File: src/rtl/seg_scan_pkg.sv
// seg_scan_pkg: shared types and helpers for the 7-segment scan decoder.
//   scan_state_t : per-dwell FSM state (idle / settling / holding a sample)
//   SEG_LUT      : active-low segment pattern of digits 0..9, bit0=a .. bit6=g
//   seg_to_bcd   : pattern -> {legal, nibble}; anything outside the table is illegal
//   bcd_pair     : tens/ones nibbles -> binary 0..99 (7 b)
package seg_scan_pkg;

  typedef enum logic [1:0] {S_IDLE, S_SETTLE, S_HOLD} scan_state_t;

  localparam logic [6:0] SEG_LUT [10] = '{
    7'h40, 7'h79, 7'h24, 7'h30, 7'h19, 7'h12, 7'h02, 7'h78, 7'h00, 7'h10
  };

  function automatic logic [4:0] seg_to_bcd(input logic [6:0] seg);
    logic [4:0] r;
    r = 5'b0;
    for (int i = 0; i < 10; i++)
      if (seg == SEG_LUT[i]) r = {1'b1, 4'(i)};
    return r;
  endfunction

  // tens*10 as two shifts and an add, no multiplier
  function automatic logic [6:0] bcd_pair(input logic [3:0] t, input logic [3:0] o);
    logic [6:0] tw;
    tw = {3'b000, t};
    return (tw << 3) + (tw << 1) + {3'b000, o};
  endfunction

endpackage

File: src/rtl/seg_blank_timer.sv
// seg_blank_timer: per-digit saturating "time since last good sample" counter.
//   clk, rst : clock, synchronous active-high reset
//   clr      : a legal sample of this digit was taken; restart from 0
//   expire   : counter has reached TIMEOUT-1 (held until the next clr)
module seg_blank_timer #(
  parameter int TIMEOUT = 1_000_000
) (
  input  logic clk,
  input  logic rst,
  input  logic clr,
  output logic expire
);

  localparam int W = (TIMEOUT > 2) ? $clog2(TIMEOUT) : 1;
  localparam logic [W-1:0] LAST = W'(TIMEOUT - 1);

  logic [W-1:0] cnt;

  always_ff @(posedge clk) begin
    if (rst || clr)      cnt <= '0;
    else if (cnt != LAST) cnt <= cnt + W'(1);
  end

  assign expire = (cnt == LAST);

endmodule

File: src/rtl/seg_scan_decoder.sv
// seg_scan_decoder: rebuilds the 4 digits of a multiplexed, active-low
// 7-segment MM:SS display from its scan lines, publishes minutes/seconds once
// a full frame has been captured, flags blanked digits and illegal patterns.
//   clk, rst     : clock, synchronous active-high reset
//   seg_in[6:0]  : segments, active low, bit0=a .. bit6=g
//   an_in[3:0]   : anodes, active low; 0=sec ones, 1=sec tens, 2=min ones, 3=min tens
//   digits_bcd   : {min_tens, min_ones, sec_tens, sec_ones}
//   digit_valid  : digit holds a legal, non-stale sample
//   blank        : digit not seen lit within BLANK_TIMEOUT cycles
//   minutes/seconds : binary values, updated with frame_valid only
//   frame_valid  : 1-cycle pulse, new minutes/seconds published
//   decode_err   : 1-cycle pulse, illegal pattern / multi-anode / tens > 5
//   err_digit    : digit index of the most recent error
// Optional (SEG_SCAN_STATS_EN defined): frame_count, err_count, saturating.
module seg_scan_decoder
  import seg_scan_pkg::*;
#(
  parameter int SETTLE_CYCLES = 16,
  parameter int BLANK_TIMEOUT = 1_000_000
) (
  input  logic        clk,
  input  logic        rst,
  input  logic [6:0]  seg_in,
  input  logic [3:0]  an_in,
  output logic [15:0] digits_bcd,
  output logic [3:0]  digit_valid,
  output logic [3:0]  blank,
  output logic [5:0]  minutes,
  output logic [5:0]  seconds,
  output logic        frame_valid,
  output logic        decode_err,
  output logic [1:0]  err_digit
`ifdef SEG_SCAN_STATS_EN
  ,
  output logic [15:0] frame_count,
  output logic [15:0] err_count
`endif
);

  localparam int NUM_DIG = 4;
  localparam int CW = (SETTLE_CYCLES > 2) ? $clog2(SETTLE_CYCLES) : 1;

  logic [6:0]  seg_q, seg_d;
  logic [3:0]  an_q, an_d;
  scan_state_t state, state_nx;
  logic [CW-1:0] settle_cnt, cnt_nx;
  logic [NUM_DIG-1:0] captured;

  logic [3:0] an_act;
  logic       an_idle, an_single, an_multi, an_chg, seg_chg;
  logic [1:0] act_idx;
  logic       do_sample, multi_err;
  logic [4:0] dec;
  logic       samp_bad;
  logic [NUM_DIG-1:0] clr, expire;
  logic [NUM_DIG-1:0][3:0] nib;
  logic       frame_chk, frame_bad;
  logic [1:0] frame_idx;
  logic [6:0] min_bin, sec_bin;
  logic       unused_bits;

  // anode classification on the registered copy
  always_comb begin
    an_act    = ~an_q;
    an_idle   = (an_act == 4'd0);
    an_single = !an_idle && ((an_act & (an_act - 4'd1)) == 4'd0);
    an_multi  = !an_idle && !an_single;
    act_idx   = 2'd0;
    for (int i = 3; i >= 0; i--)
      if (an_act[i]) act_idx = 2'(i);
  end

  assign an_chg  = (an_q != an_d);
  assign seg_chg = (seg_q != seg_d);

  // A multi-anode pattern is reported once, on the cycle it appears, not for
  // every cycle it persists.
  always_comb begin
    state_nx  = state;
    cnt_nx    = settle_cnt;
    do_sample = 1'b0;
    multi_err = 1'b0;
    if (an_multi && an_chg) begin
      multi_err = 1'b1;
      state_nx  = S_IDLE;
    end else begin
      unique case (state)
        S_IDLE: begin
          if (an_single) begin
            state_nx = S_SETTLE;
            cnt_nx   = '0;
          end
        end
        S_SETTLE: begin
          if (an_chg) begin
            state_nx = an_single ? S_SETTLE : S_IDLE;
            cnt_nx   = '0;
          end else if (seg_chg) begin
            cnt_nx = '0;
          end else if (settle_cnt == CW'(SETTLE_CYCLES - 1)) begin
            do_sample = 1'b1;
            state_nx  = S_HOLD;
          end else begin
            cnt_nx = settle_cnt + CW'(1);
          end
        end
        S_HOLD: begin
          // seg changes are ignored here; only a new anode ends the dwell
          if (an_chg) begin
            state_nx = an_single ? S_SETTLE : S_IDLE;
            cnt_nx   = '0;
          end
        end
        default: state_nx = S_IDLE;
      endcase
    end
  end

  assign dec      = seg_to_bcd(seg_q);
  assign samp_bad = do_sample && !dec[4];

  // frame check runs on the cycle after the 4th capture
  assign frame_chk = (captured == 4'hF);
  assign frame_bad = frame_chk && ((nib[1] > 4'd5) || (nib[3] > 4'd5));
  assign frame_idx = (nib[3] > 4'd5) ? 2'd3 : 2'd1;
  assign min_bin   = bcd_pair(nib[3], nib[2]);
  assign sec_bin   = bcd_pair(nib[1], nib[0]);
  assign unused_bits = ^{min_bin[6], sec_bin[6]};

  for (genvar k = 0; k < NUM_DIG; k++) begin : g_dig
    logic [3:0] nib_r;
    logic       vld_r, blk_r;

    assign clr[k] = do_sample && dec[4] && (act_idx == 2'(k));

    seg_blank_timer #(.TIMEOUT(BLANK_TIMEOUT)) u_tmr (
      .clk    (clk),
      .rst    (rst),
      .clr    (clr[k]),
      .expire (expire[k])
    );

    // nibble is kept across blanking so a blinking digit still reads back
    always_ff @(posedge clk) begin
      if (rst) begin
        nib_r <= '0;
        vld_r <= 1'b0;
        blk_r <= 1'b0;
      end else if (clr[k]) begin
        nib_r <= dec[3:0];
        vld_r <= 1'b1;
        blk_r <= 1'b0;
      end else if (expire[k]) begin
        vld_r <= 1'b0;
        blk_r <= 1'b1;
      end
    end

    assign nib[k]         = nib_r;
    assign digit_valid[k] = vld_r;
    assign blank[k]       = blk_r;
  end

  assign digits_bcd = nib;

  always_ff @(posedge clk) begin
    if (rst) begin
      seg_q       <= 7'h7F;
      seg_d       <= 7'h7F;
      an_q        <= 4'hF;
      an_d        <= 4'hF;
      state       <= S_IDLE;
      settle_cnt  <= '0;
      captured    <= '0;
      minutes     <= '0;
      seconds     <= '0;
      frame_valid <= 1'b0;
      decode_err  <= 1'b0;
      err_digit   <= '0;
    end else begin
      seg_q       <= seg_in;
      an_q        <= an_in;
      seg_d       <= seg_q;
      an_d        <= an_q;
      state       <= state_nx;
      settle_cnt  <= cnt_nx;
      captured    <= (frame_chk ? 4'h0 : captured) | clr;
      frame_valid <= frame_chk && !frame_bad;
      decode_err  <= multi_err || samp_bad || frame_bad;
      // frame-check index wins when both kinds of error land together
      if (frame_bad)                  err_digit <= frame_idx;
      else if (multi_err || samp_bad) err_digit <= act_idx;
      if (frame_chk && !frame_bad) begin
        minutes <= min_bin[5:0];
        seconds <= sec_bin[5:0];
      end
    end
  end

`ifdef SEG_SCAN_STATS_EN
  always_ff @(posedge clk) begin
    if (rst) begin
      frame_count <= '0;
      err_count   <= '0;
    end else begin
      if (frame_valid && (frame_count != 16'hFFFF)) frame_count <= frame_count + 16'd1;
      if (decode_err && (err_count != 16'hFFFF))    err_count   <= err_count + 16'd1;
    end
  end
`endif

endmodule

File: config.mk
export PLATFORM = sky130hd
export DESIGN_NAME = seg_scan_decoder
export DESIGN_NICKNAME = d
export VERILOG_FILES = /design/src/rtl/seg_scan_pkg.sv /design/src/rtl/seg_blank_timer.sv /design/src/rtl/seg_scan_decoder.sv
export SDC_FILE = /design/constraint.sdc
export NUM_CORES = 1
export LEC_CHECK = 0
export BUFFER_PORTS_ARGS = -buffer_cell sky130_fd_sc_hd__buf_2
export CAP_MARGIN = 40
export CORE_ASPECT_RATIO = 0.6
export CORE_MARGIN = 4
export CORE_UTILIZATION = 60
export DETAILED_ROUTE_END_ITERATION = 10
export GPL_TIMING_DRIVEN = 1
export PLACE_DENSITY = 0.85
export SETUP_SLACK_MARGIN = 0.5
export SLEW_MARGIN = 0
export SYNTH_ARGS = -nofsm -noshare
export SYNTH_HDL_FRONTEND = slang
export SYNTH_SLANG_ARGS = --single-unit
File: constraint.sdc
create_clock -name clk -period 2.88 [get_ports clk]
set_input_delay 0.144 -clock clk [delete_from_list [all_inputs] [get_ports clk]]
set_output_delay 0.144 -clock clk [all_outputs]
set_load 0.005 [all_outputs]
==> results of run 1 <==
==> worst max-delay path, cell delays in order (launching register included) <==
cell,delay (ns)
dfxtp_4,0.36
xor2_1,0.16
or4_4,0.57
nor4_4,0.36
buf_4,0.18
nand4b_1,0.11
buf_6,0.16
buf_6,0.13
nand3_1,0.09
o21ai_0,0.12
==> cell usage in the layout (no fill, tap or decap), drive strengths merged, types with 4 or more instances in the layout <==
master	instances
nor4	5
a211oi	5
nand4	25
inv	8
nor2b	7
and3	14
nor4b	6
nand2b	6
and2	11
bufinv	4
and4	6
xor2	49
dfxtp	152
nand3	35
dlygate4sd3	11
o21ai	15
clkinv	4
a21oi	37
fa	4
ha	17
clkbuf	20
xnor2	42
nand2	81
nor3	19
or3	6
mux2i	13
or2	23
nor2	122
buf	76
nor3b	4
==> cells in the mapped netlist, types with 6 or more instances <==
cell and n:
ha_1 17, buf_4 10, and4_1 6, nand2_1 79, mux2i_1 13, nand3_1 35, clkbuf_1 16, nand4_1 23
xor2_1 49, inv_1 8, and3_1 14, nand2b_1 6, buf_2 10, nor3_1 19, o21ai_0 14, nor4b_1 6
a21oi_1 37, or2_2 23, nor2b_1 7, xnor2_1 42, nor2_1 122, and2_1 11, dfxtp_1 152, or3_1 6
==> power by group <==
| part | internal [mW] | total [mW] | switching (mW) |
|---|---|---|---|
| clock | 1.47 | 2.34 | 0.869 |
| combinational | 0.106 | 0.241 | 0.135 |
| sequential | 2.14 | 2.18 | 0.0456 |
| total | 3.71 | 4.76 | 1.05 |
==> final timing paths <==
path | to | slack (ns) | cells after the start
worst max-delay path | g_dig[1].nib_r[2] | 0.52 | 9
worst min-delay path | g_dig[2].nib_r[3] | 0.31 | 3
worst max register to register | g_dig[1].nib_r[2] | 0.52 | 9
worst min register to register | g_dig[0].blk_r | 0.45 | 2
==> through the flow <==
step                power (mW)   util
floorplan                 2.38      -
global placement          2.41  0.636
detailed placement        2.42  0.636
CTS                       4.76  0.704
global route              4.91  0.723
finish                    4.76  0.723
==> metal layers <==
metal	vias to the layer above	track usage
met1	2805	0.295
li1	2790	-
met5	-	0
met3	54	0.0683
met4	0	0.104
met2	199	0.400
==> registers in the layout, summed over array words and instances, names as in the netlist, 6 cells and up <==
register         flops
seg_d                7
minutes              6
seg_q                7
seconds              6
g_dig.u_tmr.cnt     80
g_dig.nib_r         16
==> cell type report <==
cell class | count | area [µm²]
multi-input combinational | 582 | 3670
fill | 777 | 3120
sequential | 152 | 3060
timing repair buffer | 87 | 582
clock buffer | 20 | 447
tap | 144 | 180
clock inverter | 11 | 174
inverter | 8 | 30.0
==> timing repair <==
item,CTS,global route
hold buffers,11,0
endpoints found under the setup margin,102,102
pin swaps,3,10
resized for setup,1,31
setup buffers,4,12
endpoints found under the hold margin,11,0
==> cell families (layout without fill, tap and decap cells) <==
group / count (synthesis) / count (layout) / share of synthesized area
flops: 152 / 152 / 0.441
buf+inv: 49 / 126 / 0.0394
simple gates: 381 / 381 / 0.276
mux: 13 / 13 / 0.0189
compound gates: 75 / 75 / 0.0651
xor+xnor: 91 / 91 / 0.116
fa+ha+maj: 22 / 22 / 0.0439
==> key figures, run 1 <==
Placement
  – Detail Placement HPWL: 10.8 mm
  – Number of port buffers: 52
  – Worst Setup Slack post-DPL: 0.303 ns
  – RePlAce Congestion: 0.904
  – Placement-stage cell area: 7160 µm²
  – Number of placed instances, taps included: 946

Clock network
  – Maximum clock path buffer count: 2
  – Number of H-tree branching levels: 4
  – Clk slew on worst S/H paths: 0.06 ns
  – Clock Root Buffer: clkbuf_16
  – Clock latency at the later pin of the worst-skew pair: 0.42 ns
  – TritonCTS clock tree: yes
  – Number of clock buffers inserted by TritonCTS: 17
  – Total clock sinks: 152

Pwr
  – Largest voltage drop on the vdd net: 0.460 mV
  – Cell Pwr Density: 586 nW/µm²
  – Leakage power of the design: 3.31 nW

STA
  – RSZ-0062 raised after global routing: true
  – Setup tns final: 0 ns
  – Final clock skew: 0.00694 ns
  – Final setup fails: 0
  – Worst-margin pin slew: 0.762 ns
  – Final critical-path share of the clock period: 0.820
  – Least setup slack across all paths after layout: 0.519 ns
  – Pins over their slew limit: 0
  – Final worst hold slack: 0.307 ns
  – Max_slew headroom: 0.491
  – Timing-limited maximum frequency: 424 MHz
  – Hold violation total from the final report: 0
  – Final Critical Period: 2.36 ns

Die
  – Io pins: 53
  – Placeable core region: 11300 µm²
  – Die Y-Extent: 91.1 µm
  – DIE AREA: 13300 µm²
  – Chip Width: 146 µm
  – Starting density of the core: 0.613
  – Number of placement rows: 30

Logic synthesis
  – Flop and latch count out of synthesis: 152
  – Count of distinct cell types in the synthesized netlist: 56
  – Share of the synthesized area in the top cell type: 0.441
  – Top area cells in the synthesized netlist: dfxtp_1, nor2_1, xor2_1, xnor2_1, nand2_1
  – Average size of a mapped cell: 8.81 µm²
  – Fraction of registers with async set or reset after synthesis: 0
  – Cell count after synthesis: 783
  – Most common flop cell mapped by yosys: dfxtp_1
  – Yosys warns: 0
  – Biggest area consumer among synthesized cells: dfxtp_1
  – Mapped Area: 6900 µm²
  – Post-synth EDFFs: 0
  – Net count after synthesis: 817
  – Share of synthesized area occupied by flip-flops and latches: 0.441

Route
  – Aggregate routed wire length: 16.3 mm
  – Drt wl/cell: 16.2 µm
  – Final routed DRC violation total: 0
  – Number of detailed-route iterations in the first pass: 5
  – Antenna viol nets, final: 0
  – Drt first-iter violations: 400
  – Wire length the detailed router placed on met1: 7.11 mm
  – Met2 Routed Length: 7.74 mm
  – Highest Signal Layer: met4
  – Via count: 5848
  – Vias per std cell: 5.82
  – Met3 wire length: 947 µm

Worst hold path
  – Type of the worst min-delay path: input port to register
  – Startpoint of the tightest hold check path: rst

Setup path
  – Data arrival time at the worst-slack endpoint: 2.66 ns
  – Critical Setup Path Class: register to register
  – Startpoint kind of the worst setup timing path: register
  – Endpoint required time on the critical path: 3.18 ns
  – Sort of element at the end of the critical path: register
  – Critical path origin: an_q[0]
  – Peak fanout along the critical path: 7
  – Startpoint of the lowest-slack register-to-register path: an_q[0]

Global routing
  – Total congestion overflow: 0
  – Pin count of the biggest net entering global routing: 57
  – Wire length of the first global-routing pass: 26.3 mm
  – Vias in the first global route: 5673
  – Total routing resource utilization after global routing: 0.241
  – Antenna violations before repair: 0

Finish
  – Synthesis-to-finish area growth: 18.0%
  – Post-layout instance count excluding filler cells: 1004
  – Finished layout cell area: 8140 µm²
  – Post-layout net count: 882
  – Fraction of layout instances using a drive strength above 1: 0.177
  – Antenna diode count: 0

Job
  – Reported max-cap violation count: 0

Outcome
  – Status: complete, no violations
(Power assumes the default switching activity.)
==> inputs of run 2 (changes only) <==
- clock period: 2.88 -> 2.4 ns (I/O delays scaled with it)
==> key figures, run 2 (synthesis gave the netlist of run 1 again) <==
Clock network
  – Clk slew on worst S/H paths: 0.07 ns (was 0.06 ns)
  – Clock latency at the later pin of the worst-skew pair: 0.42 ns (about the same)
  – Maximum clock path buffer count: 2 (unchanged)
  – TritonCTS clock tree: yes (unchanged)
  – Clock Root Buffer: clkbuf_16 (unchanged)
  – Total clock sinks: 152 (unchanged)
  – Number of clock buffers inserted by TritonCTS: 17 (unchanged)
  – Number of H-tree branching levels: 4 (unchanged)

Setup path
  – Sort of element at the end of the critical path: register (unchanged)
  – Cells along the critical path: xor2_2 > or4_4 > nor2_1 > nand4_1 > or3_1 > a21oi_1 (was xor2_1 > or4_4 > nor4_4 > buf_4 > nand4b_1 > buf_6 > buf_6 > nand3_1 > o21ai_0)
  – Peak fanout along the critical path: 5 (was 7)
  – Bufs and invs on worst path: 0 (was 3)
  – Cell type of the slowest stage on the worst timing path: or4_4 (unchanged)
  – Data arrival time at the worst-slack endpoint: 2.63 ns (was 2.66 ns)
  – Endpoint required time on the critical path: 2.74 ns (was 3.18 ns)
  – Critical path's largest stage delay: 0.60 ns (was 0.57 ns)
  – Family with the most delay on the worst path: simple AND/OR/NAND/NOR gates (unchanged)
  – Startpoint kind of the worst setup timing path: register (unchanged)
  – Critical Setup Path Class: register to register (unchanged)

Die
  – Placeable core region: 11300 µm² (unchanged)
  – DIE AREA: 13300 µm² (unchanged)
  – Starting density of the core: 0.613 (unchanged)
  – Io pins: 53 (unchanged)
  – Die Y-Extent: 91.1 µm (unchanged)
  – Chip Width: 146 µm (unchanged)
  – Number of placement rows: 30 (unchanged)

Pwr
  – Switching Fraction: 0.229 (was 0.220)
  – Cell Int Power: 4.47 mW (was 3.71 mW)
  – Part of the power in registers: 0.451 (was 0.459)
  – Part of the total power dissipated in the clock network: 0.481 (was 0.491)
  – Cell Pwr Density: 650 nW/µm² (was 586 nW/µm²)
  – Logic gate share of total power: 0.068 (was 0.051)
  – Leakage power of the design: 3.47 nW (was 3.31 nW)
  – Largest voltage drop on the vdd net: 0.532 mV (was 0.460 mV)
  – Sw Pwr: 1.33 mW (was 1.05 mW)

Finish
  – Register name with the most flops: g_dig.u_tmr.cnt (unchanged)
  – Post-layout net count: 904 (was 882)
  – Synthesis-to-finish area growth: 29.4% (was 18.0%)
  – Flip-flop count of the largest register after layout: 80 (unchanged)
  – Commonest non-fill, non-tap cells in the layout: dfxtp_1, nor2_1, nand2_1 (unchanged)
  – Most frequent standard cell in the layout excluding fill and tap cells: dfxtp_1 (unchanged)
  – Antenna diode count: 0 (unchanged)
  – Largest registers: g_dig.u_tmr.cnt: 80 flops, g_dig.nib_r: 16 flops (unchanged)
  – Fraction of layout instances using a drive strength above 1: 0.303 (was 0.177)
  – Layout Utilization: 0.793 (was 0.723)

Global routing
  – Vias in the first global route: 5711 (was 5673)
  – Wire length of the first global-routing pass: 27.5 mm (was 26.3 mm)
  – Total congestion overflow: 0 (unchanged)
  – Pin count of the biggest net entering global routing: 57 (unchanged)
  – Total routing resource utilization after global routing: 0.253 (was 0.241)
  – Antenna violations before repair: 0 (unchanged)

STA
  – Hold violation total from the final report: 0 (unchanged)
  – Setup tns final: 0 ns (unchanged)
  – Final Critical Period: 2.29 ns (was 2.36 ns)
  – Timing-limited maximum frequency: 437 MHz (was 424 MHz)
  – RSZ-0062 raised after global routing: true (unchanged)
  – Max_slew headroom: 0.597 (was 0.491)
  – Pins over their slew limit: 0 (unchanged)
  – Worst-margin pin slew: 0.605 ns (was 0.762 ns)
  – Final critical-path share of the clock period: 0.953 (was 0.820)
  – Final clock skew: 0.0128 ns (was 0.00694 ns)
  – Final setup fails: 0 (unchanged)

Worst hold path
  – Type of the worst min-delay path: input port to register (unchanged)

Route
  – Drt first-iter violations: 462 (was 400)
  – Antenna viol nets, final: 0 (unchanged)
  – Drt wl/cell: 18.2 µm (was 16.2 µm)
  – Vias per std cell: 5.87 (was 5.82)
  – Via count: 6021 (was 5848)
  – Aggregate routed wire length: 18.7 mm (was 16.3 mm)
  – Final routed DRC violation total: 0 (unchanged)
  – Number of detailed-route iterations in the first pass: 5 (unchanged)

Placement
  – Number of port buffers: 52 (unchanged)
  – Detail Placement HPWL: 10.5 mm (was 10.8 mm)
  – RePlAce Congestion: 0.882 (was 0.904)

Job
  – Reported max-cap violation count: 0 (unchanged)

Outcome
  – Status: complete, no violations (unchanged)
[run 2: changes by cell type in the layout (fill, tap and decap cells not counted), sizes merged]
cell / change
buf: +15
nand2: +5
clkinv: -2
clkinvlp: +2
clkbuf: +1
inv: +1
[run 2: final timing paths]
kind	slack, ns	startpoint	end	cells after the start
worst max-delay path	0.11	an_d[1]	g_dig[0].nib_r[0]	6
worst min-delay path	0.14	rst	seg_d[2]	3
worst max register to register	0.11	an_d[1]	g_dig[0].nib_r[0]	6
worst min register to register	0.45	seconds[2]	seconds[2]	2
[run 2: cell type report]
| class | instances | area (µm²) |
|---|---|---|
| Inverter | 8 | 30.0 |
| Tap cell | 144 | 180 |
| Multi-Input combinational cell | 587 | 4140 |
| Fill cell | 672 | 2340 |
| Clock buffer | 19 | 433 |
| Clock inverter | 12 | 176 |
| Sequential cell | 152 | 3090 |
| Timing Repair Buffer | 104 | 875 |
[run 2: tightest hold or removal path, cell delays in order]
cell and delay (ns):
buf_2 0.09, inv_1 0.18, nand2_1 0.13
[run 2: power groups by stage]
stage / sequential [mW] / clock [mW] / combinational [mW]
floorplan: 2.65 / 0 / 0.213
global placement: 2.67 / 0 / 0.240
detailed placement: 2.67 / 0 / 0.249
CTS: 2.62 / 2.80 / 0.315
global route: 2.62 / 2.91 / 0.420
finish: 2.62 / 2.79 / 0.392
[run 2: through the flow]
step           power [mW]  instance area [µm²]  cells  worst slack (ns)  hold WS [ns]
2_1_floorplan        2.86                 6960    783             0.270         0.224
5_1_grt              5.95                 8920   1026            0.0398         0.159
3_3_place_gp         2.91                 7250    951             0.203         0.304
6_report             5.80                 8920   1026             0.114         0.136
4_1_cts              5.73                 8330   1010             0.246         0.283
3_5_place_dp         2.92                 7250    951            0.0798         0.305
[run 2: per-layer routing]
metal / GRT usage / wire length [µm]
met1: 0.329 / 7700
met2: 0.411 / 9120
met3: 0.0708 / 1500
met4: 0.0798 / 352
met5: 0 / 0
[run 2: what timing repair did]
action	4_1_cts	5_1_grt
hold buffers	11	0
gates resized for setup	41	115
buffers inserted	12	10
endpoints found under the hold margin	11	0
cloned	5	5
pin swaps	8	37
endpoints found under the setup margin	117	119
